<file path="config.mk">
export PLATFORM = sky130hd
export DESIGN_NAME = wb_arbiter
export DESIGN_NICKNAME = d
export VERILOG_FILES = /design/src/rtl/wb_arbiter.sv
export SDC_FILE = /design/constraint.sdc
export NUM_CORES = 1
export LEC_CHECK = 0
export ABC_AREA = 1
export CORE_ASPECT_RATIO = 1.4
export CORE_MARGIN = 2
export CORE_UTILIZATION = 49
export DETAILED_ROUTE_END_ITERATION = 12
export PLACE_DENSITY = 0.77
export SETUP_SLACK_MARGIN = 0.1
export SYNTH_ARGS = -nofsm -noshare
export SYNTH_HDL_FRONTEND = slang
export SYNTH_SLANG_ARGS = --single-unit
export TNS_END_PERCENT = 20
</file>
<file path="constraint.sdc">
create_clock -name clk -period 3 [get_ports clk]
set_input_delay 0.45 -clock clk [delete_from_list [all_inputs] [get_ports clk]]
set_output_delay 0.45 -clock clk [all_outputs]
set_load 0.02 [all_outputs]
</file>
<file path="src/rtl/wb_arbiter.sv">
// Writeback arbiter: merges ALU and ID results into one register-file write per cycle, oldest first.
// Define WB_BYPASS_EN to add a combinational bypass lookup port (byp_addr/byp_hit/byp_data).
module wb_arbiter #(
  parameter int unsigned DEPTH = 2,
  parameter int unsigned SEQW  = 5
) (
  input  logic        clk,
  input  logic        rst_n,
  input  logic        alu_valid,
  output logic        alu_ready,
  input  logic [2:0]  alu_addr,
  input  logic [31:0] alu_data,
  input  logic        id_valid,
  output logic        id_ready,
  input  logic [2:0]  id_addr,
  input  logic [31:0] id_data,
  output logic [2:0]  w_addr,
  output logic        w_enable,
  output logic        w_select,
  output logic [31:0] w_alu,
  output logic [31:0] w_id,
`ifdef WB_BYPASS_EN
  input  logic [2:0]  byp_addr,
  output logic        byp_hit,
  output logic [31:0] byp_data,
`endif
  output logic [7:0]  busy
);
  localparam int unsigned PW = $clog2(DEPTH);
  localparam int unsigned CW = PW + 1;

  // Queue index 0 holds ALU results, index 1 holds ID results.
  logic [2:0]      r_addr [2][DEPTH];
  logic [31:0]     r_data [2][DEPTH];
  logic [SEQW-1:0] r_tag  [2][DEPTH];
  logic [PW-1:0]   r_wp   [2];
  logic [PW-1:0]   r_rp   [2];
  logic [CW-1:0]   r_cnt  [2];
  logic [SEQW-1:0] r_seq;

  logic [1:0]       w_push;
  logic [1:0]       w_head_v;
  logic [1:0]       w_full;
  logic [1:0]       w_pop;
  logic             w_pop_id;
  logic [SEQW-1:0]  w_age;
  logic [PW-1:0]    w_off;
  logic [DEPTH-1:0] w_ent_v [2];

  assign w_push[0] = alu_valid & alu_ready;
  assign w_push[1] = id_valid & id_ready;
  assign alu_ready = rst_n & ~w_full[0];
  assign id_ready  = rst_n & ~w_full[1];

  always_comb begin
    w_head_v = '0;
    w_full   = '0;
    for (int q = 0; q < 2; q++) begin
      w_head_v[q] = (r_cnt[q] != '0);
      w_full[q]   = (r_cnt[q] == CW'(DEPTH));
    end
  end

  // Negative modulo difference means the ALU head arrived first.
  assign w_age    = r_tag[0][r_rp[0]] - r_tag[1][r_rp[1]];
  assign w_pop_id = w_head_v[1] & (~w_head_v[0] | ~w_age[SEQW-1]);
  assign w_pop[1] = w_pop_id;
  assign w_pop[0] = w_head_v[0] & ~w_pop_id;

  always_ff @(posedge clk or negedge rst_n) begin
    if (!rst_n) begin
      for (int q = 0; q < 2; q++) begin
        r_wp[q]  <= '0;
        r_rp[q]  <= '0;
        r_cnt[q] <= '0;
      end
      r_seq    <= '0;
      w_enable <= 1'b0;
      w_addr   <= '0;
      w_select <= 1'b0;
      w_alu    <= '0;
      w_id     <= '0;
    end else begin
      for (int q = 0; q < 2; q++) begin
        if (w_push[q]) r_wp[q] <= r_wp[q] + PW'(1);
        if (w_pop[q])  r_rp[q] <= r_rp[q] + PW'(1);
        r_cnt[q] <= r_cnt[q] + CW'(w_push[q]) - CW'(w_pop[q]);
      end
      r_seq    <= r_seq + SEQW'(w_push[0]) + SEQW'(w_push[1]);
      w_enable <= |w_pop;
      if (|w_pop) begin
        w_addr   <= r_addr[w_pop_id][r_rp[w_pop_id]];
        w_select <= w_pop_id;
        w_alu    <= w_pop_id ? '0 : r_data[0][r_rp[0]];
        w_id     <= w_pop_id ? r_data[1][r_rp[1]] : '0;
      end
    end
  end

  // Payload storage needs no reset; validity comes from the pointers and counts.
  always_ff @(posedge clk) begin
    if (w_push[0]) begin
      r_addr[0][r_wp[0]] <= alu_addr;
      r_data[0][r_wp[0]] <= alu_data;
      r_tag[0][r_wp[0]]  <= r_seq;
    end
    if (w_push[1]) begin
      r_addr[1][r_wp[1]] <= id_addr;
      r_data[1][r_wp[1]] <= id_data;
      r_tag[1][r_wp[1]]  <= r_seq + SEQW'(w_push[0]);
    end
  end

  always_comb begin
    w_off = '0;
    for (int q = 0; q < 2; q++) begin
      w_ent_v[q] = '0;
      for (int unsigned k = 0; k < DEPTH; k++) begin
        w_off         = PW'(k) - r_rp[q];
        w_ent_v[q][k] = ({1'b0, w_off} < r_cnt[q]);
      end
    end
  end

  always_comb begin
    busy = '0;
    if (w_enable) busy[w_addr] = 1'b1;
    for (int q = 0; q < 2; q++) begin
      for (int unsigned k = 0; k < DEPTH; k++) begin
        if (w_ent_v[q][k]) busy[r_addr[q][k]] = 1'b1;
      end
    end
  end

`ifdef WB_BYPASS_EN
  logic [SEQW-1:0] w_best_tag;
  logic            w_best_q;
  logic [SEQW-1:0] w_diff;

  // The output register is always older than any queued entry.
  always_comb begin
    byp_hit    = 1'b0;
    byp_data   = '0;
    w_best_tag = '0;
    w_best_q   = 1'b0;
    w_diff     = '0;
    if (w_enable && (w_addr == byp_addr)) begin
      byp_hit  = 1'b1;
      byp_data = w_alu | w_id;
    end
    for (int q = 0; q < 2; q++) begin
      for (int unsigned k = 0; k < DEPTH; k++) begin
        if (w_ent_v[q][k] && (r_addr[q][k] == byp_addr)) begin
          w_diff = r_tag[q][k] - w_best_tag;
          if (!w_best_q || !w_diff[SEQW-1]) begin
            byp_hit    = 1'b1;
            byp_data   = r_data[q][k];
            w_best_tag = r_tag[q][k];
            w_best_q   = 1'b1;
          end
        end
      end
    end
  end
`endif

endmodule

</file>
---- Word-level counts from Yosys, hierarchy flattened ----
Memories as Yosys holds them, arrays and structs flattened.
Cells that the tools add are included.
storage, ports and cells
  memories kept ........................... 3
  register bits ........................... 82
  memory bits (writable) .................. 160
operators by class
  bitwise gates (word level) .............. 22
  equal/unequal tests ..................... 2
  multiplexer cells ....................... 55
  $add $sub $neg .......................... 15
  reductions and logical operators ........ 10
  $lt $le $gt $ge ......................... 22
memories
  name    words  width  read ports  clocked after memory_dff  wr ports  line  RTL
  r_data  2      64     2           0                         2         34    logic [31:0] r_data [2][DEPTH];
  r_tag   2      10     2           0                         2         35    logic [SEQW-1:0] r_tag [2][DEPTH];
  r_addr  2      6      3           0                         2         33    logic [2:0] r_addr [2][DEPTH];
operator list
  cell                 count
  $mux 32              10
  $mux 64              2
  $demux 32 s1         2
  $mux 5               8
  $mux 8               5
  $or 8x8->8           4
  $lt 3x4->1 const B   5
  $mux 10              2
  $demux 1 s3          5
  $ge 3x1->1 const B   5
  $mux 3               5
  $ge 2x2->1 const B   6
  $mux 6               2
  $not 1->2            6
  $add 5x1->5          2
  $demux 5 s1          2
  $mux 1               10
  $lt 1x2->1           4
  $logic_and 1x1->1    7
  $and 1x1->1          6
  $demux 3 s1          2
  $not 1->1            5
  $sub 5x5->5          1
  $add 1x1->1 const B  4
  other kinds (8)      16

---- Depth between registers and ports, before layout ----
Gate-level depths: netlist (run 1).
  depth in word-level cells ............... 16
  depth in mapped cells ................... 20

---- Worst setup path before layout (run 1) ----
No wires, ideal clock.
  path type ............................... input to register
  start point ............................. input rst_n
  end point ............................... memory r_addr[1][0] (netlist bit), enable pin
  stages .................................. 4
  arrival time ............................ 2820 ps
  required time ........................... 2562 ps
  setup slack ............................. -258 ps
  library setup time ...................... 438 ps
  path buffers ............................ 0
  path through ............................ inv_1 -> a21oi_1 -> nand2_1 -> nor2_1
RTL lines
  what         line  RTL
  from (decl)  8     input logic rst_n,
  to (decl)    33

---- Worst setup path after layout (run 1) ----
  start point ............................. register r_rp[0] (netlist bit)
  end point ............................... output busy[1]
between the ends
  longest elaborated chain between the ends .. 5
ends and longest elaborated chain
  what                               line  RTL
  from (decl)                        37    logic [PW-1:0] r_rp [2];
  from (signal, indexed assignment)  86    if (w_pop[q]) r_rp[q] <= r_rp[q] + PW'(1);
  $sub 1x1->1                        119   w_off = PW'(k) - r_rp[q];
  $lt 1x2->1                         120   w_ent_v[q][k] = ({1'b0, w_off} < r_cnt[q]);
  $mux 8                             130   if (w_ent_v[q][k]) busy[r_addr[q][k]] = 1'b1;
  $or 8x8->8 (no source line)        -
  $mux 8 (*)                         130
  to (decl)                          27    output logic [7:0] busy
Mark *: on every way between the ends. The rest lies on a longest branch, timed or not.

==> run_results.csv, run 1 <==
group,metric,value,unit
run_status,status,"finished clean",
clocking,cts_buffers,22,
die,die-width,124,um
synthesis,yosys.area_share.simple,17.0,%
cells_and_area,mostFrequentLayoutCells,"nand2_1, edfxtp_1, clkdlybuf4s50_1",
drt,drt_iter0_markers,471,
global_routing,grt_max_degree,75,
die,row_count,61,
run,maxCapViolations,0,
placed_design,dp.cells,1203,
cells_and_area,fin_nets,1061,
synthesis,yosysWarnings,0,
global_routing,antenna_found_initial,0,
power,p_leak,0.00508,uW
cells_and_area,drive_above_1_share,9.17,%
clocking,ctsRootBufferMaster,"clkbuf_16",
synthesis,synthTopCellsByArea,"edfxtp_1, dfrtp_1, nand2_1, o31ai_4, nor2_1",
placed_design,place_hpwl,13500,um
clocking,clock-sinks,242,
sta,setup_tns,0,ps
cells_and_area,diodes,0,
critical_path,cp_max_fo,9,
sta,slew_violations,0,
cells_and_area,multi_input_area,2720,um^2
critical_path,cp-start-kind,"register",
drt,drc,0,
cells_and_area,fin_cells,1244,
sta,slew_headroom,31.7,%
sta,setup_viol,0,
synthesis,syn_inst,816,
worst_hold_path,hp-class,"input port to async pin",
synthesis,synthXorXnorAreaFrac,1.15,%
placed_design,port_buffers,152,
synthesis,yosys.area.top_type,"edfxtp_1",
cells_and_area,synthToLayoutAreaGrowth,25.8,%
power,power.density,1080,nW/um^2
die,start_util,49.7,%
die,die_height,172,um
placed_design,place_area,11700,um^2
drt,via_count,6430,
sta,period_share,99.5,%
global_routing,grt_use_total,19.7,%
sta,hold_viol,0,
drt,wl,20900,um
synthesis,postSynthAreaPerCell,12.1,um^2
sta,post-route-min-period,2980,ps
clocking,cts_tree,"yes",
critical_path,critPathRequiredTime,2550,ps
power,p_sw_share,38.6,%
placed_design,gp_congestion,0.909,
global_routing,grt_pass1_vias,6400,
sta,max_freq,335,MHz
cells_and_area,fin_area,12400,um^2
drt,wire_per_inst,16.8,um
power,pwr-share-seq,36.7,%
clocking,clk_pin_slew_worst_paths,60,ps
placed_design,dp_slack,276,ps
global_routing,grt_overflow,0,
synthesis,synth_nets,901,
sta,final.setup.worst_slack,15.1,ps
synthesis,synth_compound_area_share,7.14,%
clocking,cts_max_level,1,
power,pwr-share-clk,20.0,%
synthesis,synth_top_area_share,48.7,%
synthesis,ys.flop_type,"edfxtp_1",
global_routing,grt_pass1_wl,32500,um
die,die_area,21300,um^2
drt,avgViaCountPerCell,5.17,
critical_path,cp-end-kind,"output pin",
critical_path,crit_type,"register to output pin",
drt,ant_nets,0,
power,ir_drop,0.950,mV
synthesis,yosys.area_share.adder,1.40,%
synthesis,synthArstFlopShare,33.9,%
die,core,19800,um^2
synthesis,synth-edff-count,160,
sta,timing.hold.ws,320,ps
synthesis,synth_cell_types,34,
sta,rsz0062_at_grt,"yes",
sta,finClkSkew,10.3,ps
drt,drtPass1Iterations,5,
die,ios,153,
synthesis,synth_top_family_by_area,"simple AND/OR/NAND/NOR gates",
power,pwr-share-comb,43.3,%
clocking,cts_buffer_depth,3,
synthesis,synthMuxAreaShare,0.406,%
power,p_sw,5180,uW
power,p_int,8240,uW
clocking,clkLatencyLatePin,500,ps
cells_and_area,layout_commonest_cell,"nand2_1",
sta,tightest_slew,1020,ps
cells_and_area,regArea,6860,um^2
synthesis,ys_ff_latch,242,
synthesis,synth_area,9860,um^2
critical_path,cp_data_arrival_time,2530,ps
synthesis,yosysSeqAreaShare,69.5,%
cells_and_area,nFillCells,1521,
## through the flow
step / util, % / total power (uW)
floorplan: - / 8960
CTS: 62.4 / 13600
global placement: 58.9 / 10600
global route: 62.5 / 14300
finish: 62.5 / 13400
detailed placement: 58.9 / 10900
## metal layers
metal  vias to the layer above  share of wire [%]  GRT usage (%)
li1                       3102                  -              -
met1                      3112                 38           22.9
met2                       175                 56           37.6
met3                        41                3.7           1.98
met4                         0                2.9           6.50
met5                         -                  0              0
## cells by family after synthesis
| logic type | Yosys count |
|---|---|
| adder cells (fa/ha/maj) | 11 |
| buffers and inverters | 76 |
| XOR/XNOR | 13 |
| AO/OA/AOI/OAI | 57 |
| multiplexers | 4 |
| AND/OR/NAND/NOR | 413 |
| flip-flops | 242 |
## state kept, by name, indices dropped and copies added, names as in the netlist
signal    count
r_addr       12
r_cnt         4
r_data      128
r_rp          2
r_seq         5
r_tag        20
r_wp          2
w_addr        3
w_alu        32
w_enable      1
w_id         32
w_select      1
## worst max-delay path, stage by stage (launching register included)
cell and delay [ps]:
dfrtp_2 480, a21oi_1 400, nor2_1 120, a221oi_1 340, o41ai_1 140, clkdlybuf4s50_1 550
## path summary, 6_finish.rpt
kind                           start         to  slack [ps]  depth (start not counted)
setup / recovery             r_rp[0]    busy[1]          20                          5
hold / removal                 rst_n    w_id[6]         320                          2
setup reg to reg             r_rp[1]   r_cnt[3]         420                         15
hold reg to reg            w_alu[28]  w_alu[28]         480                          2
max in group asynchronous      rst_n    r_rp[1]        1380                          3
min in group clk           w_alu[28]  w_alu[28]         480                          2
## power groups by stage
stage | logic, uW | clock network (uW) | registers (uW)
after floorplan | 3630 | 0 | 5330
after global placement | 5680 | 0 | 4960
after detailed placement | 5870 | 0 | 4990
after CTS | 5890 | 2730 | 4930
after global routing | 6390 | 2870 | 5010
final | 5810 | 2680 | 4930
## cell type report
class	instances	area share [%]
Tap cell	252	2.54
Inverter	44	1.33
Timing Repair Buffer	168	13.3
Multi-Input combinational cell	498	21.9
Clock inverter	5	0.444
Clock buffer	35	5.16
Sequential cell	242	55.3
## synthesized netlist by cell type (all sizes together), types with 6 or more instances
cell type / n
a21oi: 6
buf: 13
clkbuf: 19
dfrtp: 82
edfxtp: 160
ha: 11
inv: 44
nand2: 256
nand3: 59
nand4: 8
nor2: 86
o31ai: 33
xnor2: 8
## timing repair
item / 4_1_cts / 5_1_grt
hold buffers: 1 / 0
buffers inserted: 0 / 0
endpoints found under the hold margin: 8 / 0
gates resized for setup: 3 / 6
endpoints found under the setup margin: 8 / 7
gates cloned: 0 / 0
No activity file was read; power rests on OpenSTA's default activity.
==> inputs of run 2 (changes only) <==
HOLD_SLACK_MARGIN = 0.12   (was not set)
RECOVER_POWER = 100   (was not set)
==> run 2 against run 1 <==
  * Worst hold slack lost 1.3 ps
  * Sequential cell count is the same
  * Sequential share of layout area grew 1.4 points
  * Global-route usage is the same
  * Core utilization shrank 1.5 points
  * Largest cell class unchanged
  * Clock skew shrank 1.1 ps
  * Highest routed layer unchanged
==> run_results.csv, run 2 (same netlist as run 1, synthesis figures left out) <==
group,metric,value,unit
global_routing,grt_pass1_wl,32500,um
cells_and_area,fin_area,12100,um^2
cells_and_area,layout_commonest_cell,"nand2_1",
cells_and_area,synthToLayoutAreaGrowth,22.8,%
drt,drtPass1Iterations,5,
critical_path,crit_type,"register to output pin",
run_status,status,"finished clean",
sta,slew_headroom,16.4,%
sta,hold_viol,0,
critical_path,cp-start-kind,"register",
sta,period_share,97.4,%
die,row_count,61,
die,start_util,49.7,%
power,p_leak,0.00510,uW
sta,post-route-min-period,2920,ps
placed_design,dp.cells,1203,
critical_path,critPathTopFamily,"compound AO/OA/AOI/OAI gates",
sta,final.setup.worst_slack,76.8,ps
global_routing,antenna_found_initial,1,
drt,wire_per_inst,16.8,um
critical_path,worst-path-buf-inv,1,
worst_hold_path,hp-class,"input port to async pin",
clocking,cts_max_level,1,
sta,setup_viol,0,
die,die_area,21300,um^2
clocking,cts_buffer_depth,3,
die,die-width,124,um
power,ir_drop,0.655,mV
die,die_height,172,um
sta,max_freq,342,MHz
cells_and_area,fin_nets,1061,
sta,tightest_slew,1250,ps
cells_and_area,fin_cells,1246,
cells_and_area,drive_above_1_share,6.55,%
critical_path,r2r_end,"r_cnt[3]",
drt,drt_iter0_markers,465,
global_routing,grt_overflow,0,
drt,ant_nets,0,
placed_design,dp_slack,276,ps
cells_and_area,mostFrequentLayoutCells,"nand2_1, edfxtp_1, dlygate4sd3_1",
die,ios,153,
global_routing,grt_use_total,19.7,%
cells_and_area,nFillCells,1567,
critical_path,cp-end-kind,"output pin",
power,power.density,1050,nW/um^2
clocking,clk_pin_slew_worst_paths,60,ps
global_routing,grt_max_degree,75,
clocking,cts_tree,"yes",
drt,avgViaCountPerCell,5.17,
die,core,19800,um^2
critical_path,reg2reg_depth,16,
clocking,clock-sinks,242,
critical_path,cp_max_fo,9,
placed_design,place_hpwl,13500,um
drt,via_count,6443,
sta,finClkSkew,9.11,ps
clocking,cts_buffers,22,
run,maxCapViolations,0,
drt,wl,21000,um
placed_design,gp_congestion,0.909,
global_routing,grt_pass1_vias,6400,
cells_and_area,final_core_util,61.0,%
critical_path,crit-reg2reg-launch,"r_rp[1]",
critical_path,slowest_delay,550,ps
critical_path,cp_data_arrival_time,2470,ps
sta,rsz0062_at_grt,"yes",
critical_path,crit_slowest_cell,"clkdlybuf4s50_1",
drt,drc,0,
clocking,clkLatencyLatePin,490,ps
placed_design,port_buffers,152,
placed_design,place_area,11700,um^2
cells_and_area,largest_reg_flops,128,
sta,slew_violations,0,
critical_path,rrSetupSlack,280,ps
critical_path,critPathRequiredTime,2550,ps
critical_path,cp_cell_sequence,"a21oi_1, nor2_1, a221oi_1, o41ai_1, clkdlybuf4s50_1",
clocking,ctsRootBufferMaster,"clkbuf_16",
clocking,postCtsSetupBuffers,0,
-- run 2: changes by cell type in the layout (fill, tap and decap cells not counted), sizes merged --
cell | before | now
buf | 16 | 10
clkbuf | 35 | 44
clkdlybuf4s50 | 147 | 4
diode | 0 | 2
dlygate4sd3 | 1 | 144
dlymetal6s2s | 4 | 1
-- run 2: metal layers --
metal  wire (um)  track usage, %
met2       11700            37.6
met5           0               0
met4         543            6.50
met3         751            1.98
met1        8040            22.9
-- run 2: timing repair --
| item | in CTS | in global routing |
|---|---|---|
| hold buffers | 1 | 0 |
| hold endpoints to repair | 8 | 0 |
| endpoints found under the setup margin | 8 | 7 |
| resized for setup | 3 | 6 |
-- run 2: final cells by class --
type | count | area, um^2 | share of cell area, %
sequential | 242 | 6860 | 56.6
multi-input combinational | 498 | 2460 | 20.3
timing repair buffer | 168 | 1610 | 13.3
clock buffer | 35 | 641 | 5.29
tap | 252 | 315 | 2.60
inverter | 44 | 165 | 1.36
clock inverter | 5 | 55.1 | 0.455
antenna | 2 | 5.00 | 0.0413
-- run 2: how the worst max path moves through the flow --
stage / startpoint / cells past startpoint / endpoint
2_1_floorplan: rst_n / 4 / r_addr[1][0]
3_3_place_gp: r_rp[1] / 7 / busy[3]
3_5_place_dp: r_rp[1] / 7 / busy[4]
4_1_cts: r_rp[1] / 7 / busy[4]
5_1_grt: r_rp[0] / 5 / busy[1]
6_report: r_rp[0] / 5 / busy[1]
-- run 2: where the power goes --
part           internal [uW]  switching (uW)
Clock                   1550            1130
Sequential              4480             428
Combinational           1790            3330
Total                   7820            4890
-- run 2: stage by stage --
step / TNS, ps / hold slack, ps / total power (uW)
2_1_floorplan: -41270 / 154 / 8960
3_3_place_gp: 0 / 284 / 10600
3_5_place_dp: 0 / 286 / 10900
4_1_cts: 0 / 308 / 13600
5_1_grt: -133 / 333 / 13600
6_report: 0 / 318 / 12700
==> inputs of run 3 (changes only) <==
ABC_CLOCK_PERIOD_IN_PS = 3000   (was not set)
==> results of run 3 <==
The final DEF is identical to that of run 2; final timing and power are the same.
